[src/rtl/reg_file_mp_pkg.sv]
// Shared types and default widths for the multi-port decode register file.
// Latency: n/a (types and constants only).
// Backpressure: n/a.
package reg_file_mp_pkg;

   localparam int DEF_NUM_REGS = 32;
   localparam int DEF_DATA_W   = 32;
   localparam int DEF_NUM_RD   = 2;
   localparam int DEF_NUM_WR   = 2;
   localparam int DEF_PC_W     = 32;
   localparam int DEF_XADDR_W  = 32;

   typedef enum logic {
      PRIV_USER       = 1'b0,
      PRIV_SUPERVISOR = 1'b1
   } priv_mode_t;

   typedef enum logic [3:0] {
      XCPT_NONE           = 4'd0,
      XCPT_ILLEGAL_INSTR  = 4'd1,
      XCPT_PAGE_FAULT     = 4'd2,
      XCPT_MISALIGNED     = 4'd3,
      XCPT_PRIV_VIOLATION = 4'd4,
      XCPT_SYSCALL        = 4'd5
   } xcpt_type_t;

endpackage

[src/rtl/reg_scoreboard.sv]
// Pending-write scoreboard: one bit per register, set on alloc, cleared on write or flush.
// Latency: pending updates visible next cycle; busy lookup is combinational.
// Backpressure: none; alloc/write/flush are sampled every cycle.
//
// Ports:
//   clk_i, rst_i      clock, synchronous active-high reset
//   alloc_en_i/addr_i producer issue marks a destination pending
//   wr_en_i/addr_i    writeback strobes clear pending bits
//   flush_i           clears every pending bit (alloc still wins)
//   rd_addr_i         read addresses; rd_busy_o the matching busy bits
module reg_scoreboard
   import reg_file_mp_pkg::*;
#(
   parameter int NUM_REGS = DEF_NUM_REGS,
   parameter int ADDR_W   = $clog2(NUM_REGS),
   parameter int NUM_RD   = DEF_NUM_RD,
   parameter int NUM_WR   = DEF_NUM_WR,
   parameter bit BYPASS   = 1'b1,
   parameter bit R0_ZERO  = 1'b0
) (
   input  logic                           clk_i,
   input  logic                           rst_i,
   input  logic                           alloc_en_i,
   input  logic [ADDR_W-1:0]              alloc_addr_i,
   input  logic [NUM_WR-1:0]              wr_en_i,
   input  logic [NUM_WR-1:0][ADDR_W-1:0]  wr_addr_i,
   input  logic                           flush_i,
   input  logic [NUM_RD-1:0][ADDR_W-1:0]  rd_addr_i,
   output logic [NUM_RD-1:0]              rd_busy_o
);

   logic [NUM_REGS-1:0] pend_q, pend_d;

   // Priority per register: alloc > write > flush > hold.
   always_comb begin
      logic alloc_hit;
      logic wr_hit;
      pend_d = pend_q;
      for (int r = 0; r < NUM_REGS; r++) begin
         alloc_hit = alloc_en_i && (alloc_addr_i == ADDR_W'(r));
         wr_hit    = 1'b0;
         for (int p = 0; p < NUM_WR; p++) begin
            if (wr_en_i[p] && (wr_addr_i[p] == ADDR_W'(r))) begin
               wr_hit = 1'b1;
            end
         end
         if (alloc_hit) begin
            pend_d[r] = 1'b1;
         end else if (wr_hit || flush_i) begin
            pend_d[r] = 1'b0;
         end
      end
      // Register 0 can never become pending when it is hardwired.
      if (R0_ZERO) begin
         pend_d[0] = 1'b0;
      end
   end

   always_ff @(posedge clk_i) begin
      if (rst_i) begin
         pend_q <= '0;
      end else begin
         pend_q <= pend_d;
      end
   end

   // With bypass, a same-cycle write already supplies the data, so the
   // reader is only busy if a new producer claims the register this cycle.
   always_comb begin
      logic wr_match;
      for (int i = 0; i < NUM_RD; i++) begin
         rd_busy_o[i] = pend_q[rd_addr_i[i]];
         if (BYPASS) begin
            wr_match = 1'b0;
            for (int p = 0; p < NUM_WR; p++) begin
               if (wr_en_i[p] && (wr_addr_i[p] == rd_addr_i[i])) begin
                  wr_match = 1'b1;
               end
            end
            if (wr_match) begin
               rd_busy_o[i] = alloc_en_i && (alloc_addr_i == rd_addr_i[i]);
            end
         end
         if (R0_ZERO && (rd_addr_i[i] == '0)) begin
            rd_busy_o[i] = 1'b0;
         end
      end
   end

endmodule

[src/rtl/reg_file_mp.sv]
// Multi-port integer register file with pending-write scoreboard and exception/privilege state.
// Latency: reads combinational (0 cycles; writes forwarded same cycle when BYPASS=1); all state updates next cycle.
// Backpressure: none; every strobe is a single-cycle qualifier sampled each cycle.
//
// Ports:
//   clock, reset                   clock, synchronous active-high reset
//   rd_addr/rd_data/rd_busy        NUM_RD operand read ports with busy bits
//   alloc_en/alloc_addr            mark a destination pending at issue
//   wr_en/wr_addr/wr_data          NUM_WR writeback ports (highest index wins)
//   flush                          clear all pending bits
//   iret_instr, xcpt_valid, xcpt_type, rmPC, rmAddr   exception control inputs
//   rm0_data/rm1_data/rm2_data     saved PC, fault address, cause
//   priv_mode, double_fault        current privilege, sticky double-fault flag
module reg_file_mp
   import reg_file_mp_pkg::*;
#(
   parameter int NUM_REGS = DEF_NUM_REGS,
   parameter int ADDR_W   = $clog2(NUM_REGS),
   parameter int DATA_W   = DEF_DATA_W,
   parameter int NUM_RD   = DEF_NUM_RD,
   parameter int NUM_WR   = DEF_NUM_WR,
   parameter int PC_W     = DEF_PC_W,
   parameter int XADDR_W  = DEF_XADDR_W,
   parameter bit BYPASS   = 1'b1,
   parameter bit R0_ZERO  = 1'b0
) (
   input  logic                           clock,
   input  logic                           reset,
   input  logic [NUM_RD-1:0][ADDR_W-1:0]  rd_addr,
   output logic [NUM_RD-1:0][DATA_W-1:0]  rd_data,
   output logic [NUM_RD-1:0]              rd_busy,
   input  logic                           alloc_en,
   input  logic [ADDR_W-1:0]              alloc_addr,
   input  logic [NUM_WR-1:0]              wr_en,
   input  logic [NUM_WR-1:0][ADDR_W-1:0]  wr_addr,
   input  logic [NUM_WR-1:0][DATA_W-1:0]  wr_data,
   input  logic                           flush,
   input  logic                           iret_instr,
   input  logic                           xcpt_valid,
   input  xcpt_type_t                     xcpt_type,
   input  logic [PC_W-1:0]                rmPC,
   input  logic [XADDR_W-1:0]             rmAddr,
   output logic [DATA_W-1:0]              rm0_data,
   output logic [DATA_W-1:0]              rm1_data,
   output logic [DATA_W-1:0]              rm2_data,
   output priv_mode_t                     priv_mode,
   output logic                           double_fault
);

   logic [DATA_W-1:0] regs_q [NUM_REGS];
   logic [DATA_W-1:0] regs_d [NUM_REGS];

   logic [DATA_W-1:0] rm0_q, rm0_d;
   logic [DATA_W-1:0] rm1_q, rm1_d;
   logic [DATA_W-1:0] rm2_q, rm2_d;
   priv_mode_t        priv_q, priv_d;
   logic              dfault_q, dfault_d;

   // ---------------- storage ----------------
   // Ports are walked in ascending order so the highest index wins a conflict.
   always_comb begin
      regs_d = regs_q;
      for (int p = 0; p < NUM_WR; p++) begin
         if (wr_en[p] && !(R0_ZERO && (wr_addr[p] == '0))) begin
            regs_d[wr_addr[p]] = wr_data[p];
         end
      end
   end

   always_ff @(posedge clock) begin
      if (reset) begin
         for (int r = 0; r < NUM_REGS; r++) begin
            regs_q[r] <= '0;
         end
      end else begin
         for (int r = 0; r < NUM_REGS; r++) begin
            regs_q[r] <= regs_d[r];
         end
      end
   end

   always_comb begin
      for (int i = 0; i < NUM_RD; i++) begin
         rd_data[i] = regs_q[rd_addr[i]];
         if (BYPASS) begin
            for (int p = 0; p < NUM_WR; p++) begin
               if (wr_en[p] && (wr_addr[p] == rd_addr[i])) begin
                  rd_data[i] = wr_data[p];
               end
            end
         end
         if (R0_ZERO && (rd_addr[i] == '0)) begin
            rd_data[i] = '0;
         end
      end
   end

   // ---------------- scoreboard ----------------
   // A taken exception discards all in-flight producers, same as flush.
   logic sb_flush;
   assign sb_flush = flush | xcpt_valid;

   reg_scoreboard #(
      .NUM_REGS (NUM_REGS),
      .ADDR_W   (ADDR_W),
      .NUM_RD   (NUM_RD),
      .NUM_WR   (NUM_WR),
      .BYPASS   (BYPASS),
      .R0_ZERO  (R0_ZERO)
   ) u_scoreboard (
      .clk_i        (clock),
      .rst_i        (reset),
      .alloc_en_i   (alloc_en),
      .alloc_addr_i (alloc_addr),
      .wr_en_i      (wr_en),
      .wr_addr_i    (wr_addr),
      .flush_i      (sb_flush),
      .rd_addr_i    (rd_addr),
      .rd_busy_o    (rd_busy)
   );

   // ---------------- exception / privilege ----------------
   // An exception outranks a same-cycle iret. Faulting while already in
   // Supervisor keeps the first fault's context and latches double_fault.
   always_comb begin
      rm0_d    = rm0_q;
      rm1_d    = rm1_q;
      rm2_d    = rm2_q;
      priv_d   = priv_q;
      dfault_d = dfault_q;
      if (xcpt_valid) begin
         if (priv_q == PRIV_USER) begin
            rm0_d  = DATA_W'(rmPC);
            rm1_d  = DATA_W'(rmAddr);
            rm2_d  = DATA_W'(xcpt_type);
            priv_d = PRIV_SUPERVISOR;
         end else begin
            dfault_d = 1'b1;
         end
      end else if (iret_instr && (priv_q == PRIV_SUPERVISOR)) begin
         priv_d = PRIV_USER;
      end
   end

   always_ff @(posedge clock) begin
      if (reset) begin
         rm0_q    <= '0;
         rm1_q    <= '0;
         rm2_q    <= '0;
         priv_q   <= PRIV_SUPERVISOR;
         dfault_q <= 1'b0;
      end else begin
         rm0_q    <= rm0_d;
         rm1_q    <= rm1_d;
         rm2_q    <= rm2_d;
         priv_q   <= priv_d;
         dfault_q <= dfault_d;
      end
   end

   assign rm0_data     = rm0_q;
   assign rm1_data     = rm1_q;
   assign rm2_data     = rm2_q;
   assign priv_mode    = priv_q;
   assign double_fault = dfault_q;

endmodule

[config.mk]
export PLATFORM = sky130hd
export DESIGN_NAME = reg_file_mp
export DESIGN_NICKNAME = d
export VERILOG_FILES = /design/src/rtl/reg_file_mp_pkg.sv /design/src/rtl/reg_scoreboard.sv /design/src/rtl/reg_file_mp.sv
export SDC_FILE = /design/constraint.sdc
export NUM_CORES = 2
export LEC_CHECK = 0
export CAP_MARGIN = 20
export CELL_PAD_IN_SITES_DETAIL_PLACEMENT = 0
export CELL_PAD_IN_SITES_GLOBAL_PLACEMENT = 2
export CORE_MARGIN = 1
export CORE_UTILIZATION = 43
export DETAILED_ROUTE_END_ITERATION = 7
export HOLD_SLACK_MARGIN = 0.1
export PLACE_DENSITY_LB_ADDON = 0.1
export SLEW_MARGIN = 15
export SYNTH_ARGS = -nofsm -noshare
export SYNTH_HDL_FRONTEND = slang
export SYNTH_HIERARCHICAL = 1
export SYNTH_SLANG_ARGS = --single-unit
[constraint.sdc]
create_clock -name clock -period 7.7 [get_ports clock]
set_input_delay 1.925 -clock clock [delete_from_list [all_inputs] [get_ports clock]]
set_output_delay 1.925 -clock clock [all_outputs]
set_load 0.005 [all_outputs]
==> results.toml <==
[floorplanning]
fp.dieH_um = 402
rows = 146
die_w_um = 402
die_area_sq_um = 162000
initial_core_util_pct = 43.4
core-area_sq_um = 159000
pin_count = 329

[power]
power.density_nw_per_um2 = 188
peakVddDrop_uv = 235
seq_power_share_pct = 41.2
p_int_uw = 10400
combPwrFrac_pct = 13.3
clkPwrFrac_pct = 45.4
swShare_pct = 28.7
p_leak_uw = 0.0287
switching_power_uw = 4200

[clocking]
cts_setup_buffers = 0
cts_tree = "done"
root_buffer = "clkbuf_16"
h-tree-depth = 4
cts_buffers = 139
clockBufferDepth = 3
clkSlewWorstSetupHoldPaths_ns = 0.06
cts_sinks = 1126
clk_latency_ns = 0.79

[hold_path]
worstHoldPathType = "flop to flop"

[grt]
grt_use_total_pct = 40.7
grt_max_degree = 184
gr-usage-met3_pct = 11.8
top_usage_layer = "met2"
gr-usage-met1_pct = 56.5
grt_pass1_wl_um = 472000
met2_usage_pct = 57.7
antenna_found_initial = 20
overflow = 0
first_global_vias = 58700

[layout]
final_common_cell = "dfxtp_1"
final_layout_size_suffix_gt1_share_pct = 16.0
final_cell_mix = "1126 x dfxtp_1, 1120 x nor2_1, 1092 x mux2i_1, 905 x a211oi_1, 504 x mux4_2"
final_nets = 7114
nFillCells = 14600
areaGrowthSynthToFinish_pct = 12.9
fin_area_sq_um = 77800

[yosys]
synthArstFlopShare_pct = 0
synthCells = 7164
synth_seq_cells = 1126
synth_edf_count = 0
synth_area_sq_um = 68900
ys_warn_count = 6
seq_area_frac_synth_pct = 32.7
ys_types = 66
syn_area_per_cell_sq_um = 9.62
ys.flop_type = "dfxtp_1"

[sta]
slew_viol_final = 0
rsz0062_at_grt = "no"
worst_slew_margin_rel_pct = 14.5
worstMarginPinSlew_ns = 1.28
min_period_ns = 7.68
period_share_pct = 99.7
max_freq_mhz = 130
fin_setup_tns_ns = 0
finalHoldViolations = 0
setup_viol = 0
skew_ns = 0.0170

[placement]
placed_cell_area_sq_um = 73400
gp_congestion = 0.903
hpwl_um = 197000
place.port_buffers = 300

[detailed_routing]
ant_nets = 0
wl_per_cell_um = 37.1
drt-total-wl_um = 338000
drcViolationCount = 0
drt_iter0_markers = 9544
drt_first_pass_iters = 6
vias = 63200
vias_per_cell = 6.93

[worst_setup_path]
crit_arrival_ns = 5.75
worstSetupPathType = "primary input to output pin"
critPathRequiredTime_ns = 5.78
path_max_fanout = 44
cp-start-kind = "primary input"
endpoint_kind = "output pin"

[status]
status = "finished, final reports clean"

[run]
drv_cap = 0
==> power by group through the flow <==
stage                     clock [uW]  sequential [uW]  combinational (uW)
after global placement             0             6150                1880
after floorplan                    0             6120                1090
final                           6640             6030                1950
after CTS                       6680             6020                1890
after detailed placement           0             6150                1880
after global routing            6910             6040                1990
==> per-layer routing <==
layer	up-vias	routed length (um)	part of all wire (%)
li1	26300	-	-
met1	31600	138000	41
met2	4369	140000	41
met3	889	41700	12
met4	18	18700	5.5
met5	-	117	0.035
==> logic make-up after synthesis <==
family                 share of synthesized area (%)
AND/OR/NAND/NOR                                 11.8
multiplexers                                    32.9
AO/OA/AOI/OAI                                   15.2
flip-flops                                      32.7
buffers and inverters                           6.70
XOR/XNOR                                       0.635
other                                        0.00544
==> stage by stage <==
stage	hold WS (ns)	total power (uW)	std cells	util, %	setup slack (ns)
floorplan	0.453	7210	7191	-	2.19
global placement	0.441	8030	8878	46.2	0.0798
detailed placement	0.446	8030	8880	46.2	0.126
CTS	0.454	14600	9120	49.0	0.101
global route	0.465	14900	9121	49.0	0.133
finish	0.451	14600	9124	49.0	0.0234
==> synth_stat cells, drive strengths merged (42+ instances only) <==
library cell,n,area (sq um)
a21oi,118,591
nor2,1145,4320
nand2,451,1690
buf,353,2170
mux2i,1092,10900
a211oi,905,6790
a221oi,54,473
clkbuf,629,2390
nand3,192,961
a22oi,90,676
dfxtp,1126,22500
nor3,42,220
a311oi,130,1140
mux4,518,11700
==> sequential cells by signal, indices dropped and copies added (netlist names) <==
name	flops
u_scoreboard/pend_q	32
rm0_data	32
rm2_data	4
priv_mode	1
rm1_data	32
double_fault	1
regs_q	1024
==> what timing repair did <==
item | 4_1_cts | 5_1_grt
hold buffers | 0 | 0
gates resized for setup | 0 | 4
endpoints found under the setup margin | 0 | 4
==> final cells by class <==
class	instances	area (sq um)	share of cell area (%)
multi-input cells	5076	42500	54.6
flip-flops and latches	1126	22500	29.0
repair buffers	602	5740	7.38
clock buffers	200	3970	5.10
well taps	2072	2590	3.33
clock inverters	40	459	0.590
inverters	4	31.3	0.0402
diodes	4	10.0	0.0129
==> final timing paths <==
| kind | start | end | slack (ns) | cells after the start |
|---|---|---|---|---|
| worst max-delay path | rd_addr[5] | rd_data[45] | 0.02 | 9 |
| worst min-delay path | rm2_data[3] | rm2_data[3] | 0.45 | 2 |
| worst max register to register | priv_mode | rm1_data[23] | 5.89 | 4 |
| worst min register to register | rm2_data[3] | rm2_data[3] | 0.45 | 2 |
==> critical path, cell delays in order <==
cell and delay, ns:
buf_8 0.14, buf_12 0.35, buf_12 0.40, mux4_2 0.32
mux2i_1 0.11, a22oi_1 0.33, nand2_1 0.28, o21ai_0 1.03
clkdlybuf4s50_1 0.69
Note: power is estimated with default switching activity, not from simulation.
